`config.mk`:
```
export PLATFORM = sky130hd
export DESIGN_NAME = riscv_fetch_ctrl_flat
export DESIGN_NICKNAME = d
export VERILOG_FILES = /design/src/rtl/riscv_fetch_ctrl_pkg.sv /design/src/rtl/riscv_fetch_ctrl_if.sv /design/src/rtl/riscv_fetch_ctrl.sv /design/src/flat_wrapper.sv
export SDC_FILE = /design/constraint.sdc
export NUM_CORES = 1
export LEC_CHECK = 0
export ABC_AREA = 1
export CORE_MARGIN = 2
export CORE_UTILIZATION = 52
export CTS_CLUSTER_SIZE = 28
export DETAILED_ROUTE_END_ITERATION = 6
export PLACE_DENSITY = 0.83
export SLEW_MARGIN = 20
export SYNTH_ARGS = -nofsm -noshare
export SYNTH_HDL_FRONTEND = slang
export SYNTH_SLANG_ARGS = --single-unit
```
`constraint.sdc`:
```
create_clock -name clk -period 2.5 [get_ports clk]
set_input_delay 0.5 -clock clk [delete_from_list [all_inputs] [get_ports clk]]
set_output_delay 0.5 -clock clk [all_outputs]
set_load 0.005 [all_outputs]
```
`src/rtl/riscv_fetch_ctrl_pkg.sv`:
```
// Shared types and defaults for the instruction-fetch sequencer.
// Contents: default word/offset widths and the fetch FSM state encoding.
package riscv_fetch_ctrl_pkg;

    localparam int unsigned WORD_LENGTH_DEF = 32;
    localparam int unsigned PC_OFFSET_DEF   = 4;

    // Fetch sequencer states
    typedef enum logic [2:0] {
        FS_IDLE = 3'd0,
        FS_REQ  = 3'd1,
        FS_WAIT = 3'd2,
        FS_DROP = 3'd3,
        FS_HOLD = 3'd4
    } fetch_state_e;

endpackage

```
`src/rtl/riscv_fetch_ctrl_if.sv`:
```
// Bundle of the fetch sequencer's handshake buses: execute redirect,
// instruction-memory request/response, and the decode-side valid/ready.
// Modports:
//   master - the fetch sequencer (drives imem request and decode outputs)
//   slave  - the surrounding core/imem/decode (drives redirect, ready, response)
interface riscv_fetch_ctrl_if
    import riscv_fetch_ctrl_pkg::*;
#(
    parameter int unsigned WORD_LENGTH = WORD_LENGTH_DEF
) ();

    logic                   redirect_valid;
    logic [WORD_LENGTH-1:0] redirect_pc;

    logic                   imem_req_valid;
    logic                   imem_req_ready;
    logic [WORD_LENGTH-1:0] imem_req_addr;
    logic                   imem_rsp_valid;
    logic [WORD_LENGTH-1:0] imem_rsp_data;

    logic                   if_valid;
    logic                   if_ready;
    logic [WORD_LENGTH-1:0] if_pc;
    logic [WORD_LENGTH-1:0] if_inst;

    modport master (
        input  redirect_valid, redirect_pc,
        input  imem_req_ready, imem_rsp_valid, imem_rsp_data,
        input  if_ready,
        output imem_req_valid, imem_req_addr,
        output if_valid, if_pc, if_inst
    );

    modport slave (
        output redirect_valid, redirect_pc,
        output imem_req_ready, imem_rsp_valid, imem_rsp_data,
        output if_ready,
        input  imem_req_valid, imem_req_addr,
        input  if_valid, if_pc, if_inst
    );

endinterface

```
`src/rtl/riscv_fetch_ctrl.sv`:
```
// Instruction-fetch sequencer: owns the fetch PC, issues one outstanding
// imem request at a time, squashes fetches overtaken by an execute redirect,
// and presents each fetched word to decode from a one-entry hold buffer.
// Ports:
//   clk      - rising-edge clock
//   x_reset  - asynchronous active-low reset
//   bus      - riscv_fetch_ctrl_if.master (redirect, imem req/rsp, decode valid/ready)
module riscv_fetch_ctrl
    import riscv_fetch_ctrl_pkg::*;
#(
    parameter int unsigned            WORD_LENGTH = WORD_LENGTH_DEF,
    parameter int unsigned            PC_OFFSET   = PC_OFFSET_DEF,
    parameter logic [WORD_LENGTH-1:0] RESET_PC    = '0
) (
    input  logic               clk,
    input  logic               x_reset,
    riscv_fetch_ctrl_if.master bus
);

    localparam logic [WORD_LENGTH-1:0] PC_STEP = WORD_LENGTH'(PC_OFFSET);

    fetch_state_e           state_q,       state_d;
    logic [WORD_LENGTH-1:0] fetch_pc_q,    fetch_pc_d;
    logic [WORD_LENGTH-1:0] inflight_pc_q, inflight_pc_d;
    logic [WORD_LENGTH-1:0] hold_pc_q,     hold_pc_d;
    logic [WORD_LENGTH-1:0] hold_inst_q,   hold_inst_d;
    logic                   req_valid_q;

    logic                   req_fire;
    logic [WORD_LENGTH-1:0] redirect_target;

    assign req_fire        = req_valid_q & bus.imem_req_ready;
    // Instruction fetch is word aligned; low address bits of the target are dropped
    assign redirect_target = {bus.redirect_pc[WORD_LENGTH-1:2], 2'b00};

    // Next-state and register update decode
    always_comb begin
        state_d       = state_q;
        fetch_pc_d    = fetch_pc_q;
        inflight_pc_d = inflight_pc_q;
        hold_pc_d     = hold_pc_q;
        hold_inst_d   = hold_inst_q;

        case (state_q)
            FS_IDLE: state_d = FS_REQ;

            FS_REQ: begin
                if (req_fire) begin
                    inflight_pc_d = fetch_pc_q;
                    fetch_pc_d    = fetch_pc_q + PC_STEP;
                    // A request accepted alongside a redirect is already stale
                    state_d       = bus.redirect_valid ? FS_DROP : FS_WAIT;
                end
            end

            FS_WAIT: begin
                if (bus.imem_rsp_valid) begin
                    if (bus.redirect_valid) begin
                        state_d = FS_REQ;
                    end else begin
                        hold_pc_d   = inflight_pc_q;
                        hold_inst_d = bus.imem_rsp_data;
                        state_d     = FS_HOLD;
                    end
                end else if (bus.redirect_valid) begin
                    state_d = FS_DROP;
                end
            end

            // Swallow the response of a squashed fetch before issuing again
            FS_DROP: begin
                if (bus.imem_rsp_valid) begin
                    state_d = FS_REQ;
                end
            end

            FS_HOLD: begin
                if (bus.redirect_valid || bus.if_ready) begin
                    state_d = FS_REQ;
                end
            end

            default: state_d = FS_IDLE;
        endcase

        // Redirect overrides any sequential advance computed above
        if (bus.redirect_valid) begin
            fetch_pc_d = redirect_target;
        end
    end

    // State and datapath registers
    always_ff @(posedge clk or negedge x_reset) begin
        if (!x_reset) begin
            state_q       <= FS_IDLE;
            fetch_pc_q    <= RESET_PC;
            inflight_pc_q <= '0;
            hold_pc_q     <= '0;
            hold_inst_q   <= '0;
            req_valid_q   <= 1'b0;
        end else begin
            state_q       <= state_d;
            fetch_pc_q    <= fetch_pc_d;
            inflight_pc_q <= inflight_pc_d;
            hold_pc_q     <= hold_pc_d;
            hold_inst_q   <= hold_inst_d;
            req_valid_q   <= (state_d == FS_REQ);
        end
    end

    assign bus.imem_req_valid = req_valid_q;
    assign bus.imem_req_addr  = fetch_pc_q;
    // A same-cycle redirect squashes the held word before decode can take it
    assign bus.if_valid       = (state_q == FS_HOLD) && !bus.redirect_valid;
    assign bus.if_pc          = hold_pc_q;
    assign bus.if_inst        = hold_inst_q;

endmodule

```
`src/flat_wrapper.sv`:
```
// flat-port wrapper written by rule: the top's interface ports become plain ports
module riscv_fetch_ctrl_flat import riscv_fetch_ctrl_pkg::*;
#(
    parameter int unsigned            WORD_LENGTH = WORD_LENGTH_DEF,
    parameter int unsigned            PC_OFFSET   = PC_OFFSET_DEF,
    parameter logic [WORD_LENGTH-1:0] RESET_PC    = '0
)
  (clk, x_reset, bus_redirect_valid, bus_redirect_pc, bus_imem_req_ready, bus_imem_rsp_valid, bus_imem_rsp_data, bus_if_ready, bus_imem_req_valid, bus_imem_req_addr, bus_if_valid, bus_if_pc, bus_if_inst);
  riscv_fetch_ctrl_if #(.WORD_LENGTH(WORD_LENGTH)) bus_i ();
  input  logic clk;
  input  logic x_reset;
  input wire logic [$bits(bus_i.redirect_valid)-1:0] bus_redirect_valid;
  input wire logic [$bits(bus_i.redirect_pc)-1:0] bus_redirect_pc;
  input wire logic [$bits(bus_i.imem_req_ready)-1:0] bus_imem_req_ready;
  input wire logic [$bits(bus_i.imem_rsp_valid)-1:0] bus_imem_rsp_valid;
  input wire logic [$bits(bus_i.imem_rsp_data)-1:0] bus_imem_rsp_data;
  input wire logic [$bits(bus_i.if_ready)-1:0] bus_if_ready;
  output wire logic [$bits(bus_i.imem_req_valid)-1:0] bus_imem_req_valid;
  output wire logic [$bits(bus_i.imem_req_addr)-1:0] bus_imem_req_addr;
  output wire logic [$bits(bus_i.if_valid)-1:0] bus_if_valid;
  output wire logic [$bits(bus_i.if_pc)-1:0] bus_if_pc;
  output wire logic [$bits(bus_i.if_inst)-1:0] bus_if_inst;
  assign bus_i.redirect_valid = bus_redirect_valid;
  assign bus_i.redirect_pc = bus_redirect_pc;
  assign bus_i.imem_req_ready = bus_imem_req_ready;
  assign bus_i.imem_rsp_valid = bus_imem_rsp_valid;
  assign bus_i.imem_rsp_data = bus_imem_rsp_data;
  assign bus_i.if_ready = bus_if_ready;
  assign bus_imem_req_valid = bus_i.imem_req_valid;
  assign bus_imem_req_addr = bus_i.imem_req_addr;
  assign bus_if_valid = bus_i.if_valid;
  assign bus_if_pc = bus_i.if_pc;
  assign bus_if_inst = bus_i.if_inst;
  riscv_fetch_ctrl #(.WORD_LENGTH(WORD_LENGTH), .PC_OFFSET(PC_OFFSET), .RESET_PC(RESET_PC)) u_core (.clk(clk), .x_reset(x_reset), .bus(bus_i));
endmodule
```
==> flow_summary_export.csv <==
group,metric,value,unit
die,start_util,52.98,%
yosys,syn_inst,616,
setup_path,r2r-end,"u_core.bus.imem_req_addr[20]",
yosys,synth_top_area_share,52.57,%
die,coreArea,0.01132,mm^2
cts,ctsResizeCount,0,
cts,cts_made_buffers,17,
grt,track_usage,26.12,%
yosys,yosysUniqueCellTypes,30,
detailed_routing,drc,0,
detailed_routing,drt_iter0_markers,375,
sta,drv_slew,0,
die,io-pin-count,168,
placement,place_congestion,0.9244,
yosys,avgSynthCellArea,9.737,um^2
sta,finClkSkew,9.427,ps
grt,grt_pass1_vias,4990,
grt,gr-total-overflow,0,
placement,post-dp-hpwl,11010,um
sta,whs,85.29,ps
status,outcome,"finished clean",
setup_path,worstPathRequired,2000,ps
finish,final_nets,856,
detailed_routing,wl,15700,um
die,die_height,111.4,um
setup_path,crit_end,"bus_if_valid",
die,die_w,111.4,um
finish,syn_to_final_growth,38.69,%
yosys,synth-seq-cells,126,
setup_path,r2r_start,"u_core.bus.imem_req_addr[3]",
placement,io_buffers,161,
die,fp-row-count,39,
setup_path,crit_path_end_kind,"output pin",
min_path,hold_path_class,"in2async",
detailed_routing,via_per_inst,5.219,
grt,grt_start_max_net_pins,78,
power_and_ir_drop,ir_worst_vdd,751.7,uV
setup_path,worstSetupPathType,"in2out",
sta,max_freq,0.4336,GHz
setup_path,crit_fanout,4,
detailed_routing,wire_per_inst,16.72,um
yosys,yosys-top-cells-area,"dfrtp_1 53%, mux2_4 14%, nand2_1 11%",
setup_path,crit_arrival,1810,ps
cts,clock_sinks,126,
cts,root_buffer,"clkbuf_16",
yosys,netlist.top_cell.by_area,"dfrtp_1",
yosys,yosysWarningCount,0,
power_and_ir_drop,p_leak,4.006,nW
cts,clk_latency,410,ps
setup_path,r2r_cells,9,
die,dieArea,0.01241,mm^2
cts,tritoncts,"yes",
sta,rsz0062_at_grt,"false",
setup_path,timing.critical_path.mode_cell,"clkdlybuf4s50_1",
yosys,synth_seq_area_share,52.57,%
cts,hold_buffers,0,
sta,fin_crit_sh,92.24,%
finish,antenna_cells,0,
setup_path,critPathLaunchType,"input port",
grt,antenna_found_initial,0,
grt,grt_first_pass_wirelength,25460,um
power_and_ir_drop,power_density,1058,mW/mm^2
sta,worst_pin_slew,543.7,ps
setup_path,max_stage_delay,530,ps
cts,clkTransAtPathRegs,50,ps
sta,worst_slew_margin_rel,63.75,%
detailed_routing,vias,4901,
cts,clock_path_buffers,2,
sta,fin_crit,2306,ps
setup_path,rrSetupSlack,650,ps
cts,cts_max_level,4,
flow_run,drv_cap,0,
cts,cts_setup_buffers,0,
setup_path,cp_slowest_cell,"clkdlybuf4s50_1",
sta,hold_viol_final,0,
setup_path,startpoint,"bus_redirect_valid",
yosys,synth_area,0.005998,mm^2
detailed_routing,firstDrtPassIters,5,
sta,fin_setup_tns,0,ps
detailed_routing,postRouteAntennaNets,0,
finish,layout-drive-gt1-share,14.32,%
sta,setup_viol,0,
finish,fillers,775,
setup_path,path_cells,"clkdlybuf4s50_1 > inv_1 > nand2_1 > nor2_1 > clkdlybuf4s50_1",
through the flow:
stage | cells | cell area [um^2] | power, mW | utilization [%] | worst slack, ps
6_report | 939 | 8319 | 8.800 | 73.49 | 194.0
5_1_grt | 939 | 8319 | 9.289 | 73.49 | 116.9
4_1_cts | 939 | 8319 | 8.866 | 73.49 | 197.0
3_5_place_dp | 909 | 7740 | 6.369 | 68.37 | 192.0
3_3_place_gp | 909 | 7740 | 6.239 | 68.37 | 197.2
2_1_floorplan | 619 | 6010 | 4.704 | - | 969.7
cells in the mapped netlist:
master,count
xnor2_1,1
o221ai_1,1
buf_6,7
buf_4,6
and2_1,2
ha_1,1
clkbuf_1,7
xor2_1,5
nand2_1,173
conb_1,1
nand4_4,1
clkinv_1,1
nor2_4,1
inv_1,54
a21oi_1,1
dfrtp_1,126
o211ai_1,3
nor2_2,5
nor2_1,39
a22oi_1,1
buf_2,4
nand2_2,3
inv_2,5
mux2_2,4
mux2_4,57
o21bai_1,3
nor3_1,1
o21ai_0,57
nand3b_1,1
nand3_1,45
registers in the layout, summed over array words and instances, names as in the netlist:
name,cells
u_core.inflight_pc_q,30
u_core.bus.if_inst,32
u_core.bus.imem_req_addr,30
u_core.state_q,3
u_core.bus.if_pc,30
u_core.bus.imem_req_valid,1
cell usage in the layout (no fill, tap or decap), types with 2 or more instances in the layout:
master | netlist | final
buf_4 | 6 | 8
clkbuf_1 | 7 | 3
inv_1 | 54 | 54
clkbuf_16 | 0 | 17
nand2_2 | 3 | 3
mux2_2 | 4 | 4
nand2_1 | 173 | 173
nor2_2 | 5 | 5
o21bai_1 | 3 | 3
clkdlybuf4s50_1 | 0 | 160
nand3_1 | 45 | 45
mux2_4 | 57 | 57
inv_2 | 5 | 5
buf_12 | 0 | 3
nor2_1 | 39 | 39
xor2_1 | 5 | 5
clkbuf_8 | 0 | 2
dfrtp_1 | 126 | 126
bufinv_16 | 0 | 3
o211ai_1 | 3 | 3
o21ai_0 | 57 | 57
and2_1 | 2 | 2
clkinv_2 | 0 | 5
conb_1 | 1 | 4
worst min path at each step:
stage	start	endpoint	slack (ps)	depth (start not counted)
5_1_grt	x_reset	u_core.bus.if_pc[24]	100	2
6_report	x_reset	u_core.bus.if_pc[22]	90	2
3_3_place_gp	u_core.inflight_pc_q[25]	u_core.inflight_pc_q[25]	470	2
3_5_place_dp	u_core.inflight_pc_q[24]	u_core.inflight_pc_q[24]	470	2
4_1_cts	x_reset	u_core.bus.if_pc[22]	90	2
2_1_floorplan	x_reset	u_core.bus.if_inst[0]	200	0
area by class of cell:
cell class                 instances  area [um^2]  area share, %
inverter                          60        225.2          2.707
multi-input combinational        409         2461          29.58
tap                              143        178.9          2.151
timing repair buffer             171         1722          20.69
sequential                       126         3153          37.90
clock buffer                      22        464.2          5.580
clock inverter                     8        115.1          1.384
critical path, delay by kind of cell:
| kind | cells | cell delay, ps |
|---|---|---|
| AND/OR/NAND/NOR | 2 | 200 |
| buffers and inverters | 3 | 1110 |
per-layer routing:
layer	GRT usage, %	wire [um]
met1	33.32	6784
met2	43.33	7579
met3	7.349	1147
met4	8.807	189
met5	0	0
kinds of logic (layout without fill, tap and decap cells):
logic type               count (synthesis)  count (layout)  synth area share [%]
AO/OA/AOI/OAI                           66              66                 5.861
XOR/XNOR                                 6               6                0.8761
adder cells (fa/ha/maj)                  1               1                0.2086
buffers and inverters                   84             261                 6.592
flip-flops                             126             126                 52.57
multiplexers                            61              61                 15.02
other                                    1               4               0.06252
AND/OR/NAND/NOR                        271             271                 18.82
power by group:
| part | internal (mW) | leakage, nW | total [mW] | switching [mW] |
|---|---|---|---|---|
| clock | 1.60 | 0.289 | 2.43 | 0.828 |
| combinational | 1.84 | 2.10 | 2.96 | 1.12 |
| sequential | 2.82 | 1.62 | 3.41 | 0.592 |
(Power assumes the default switching activity.)
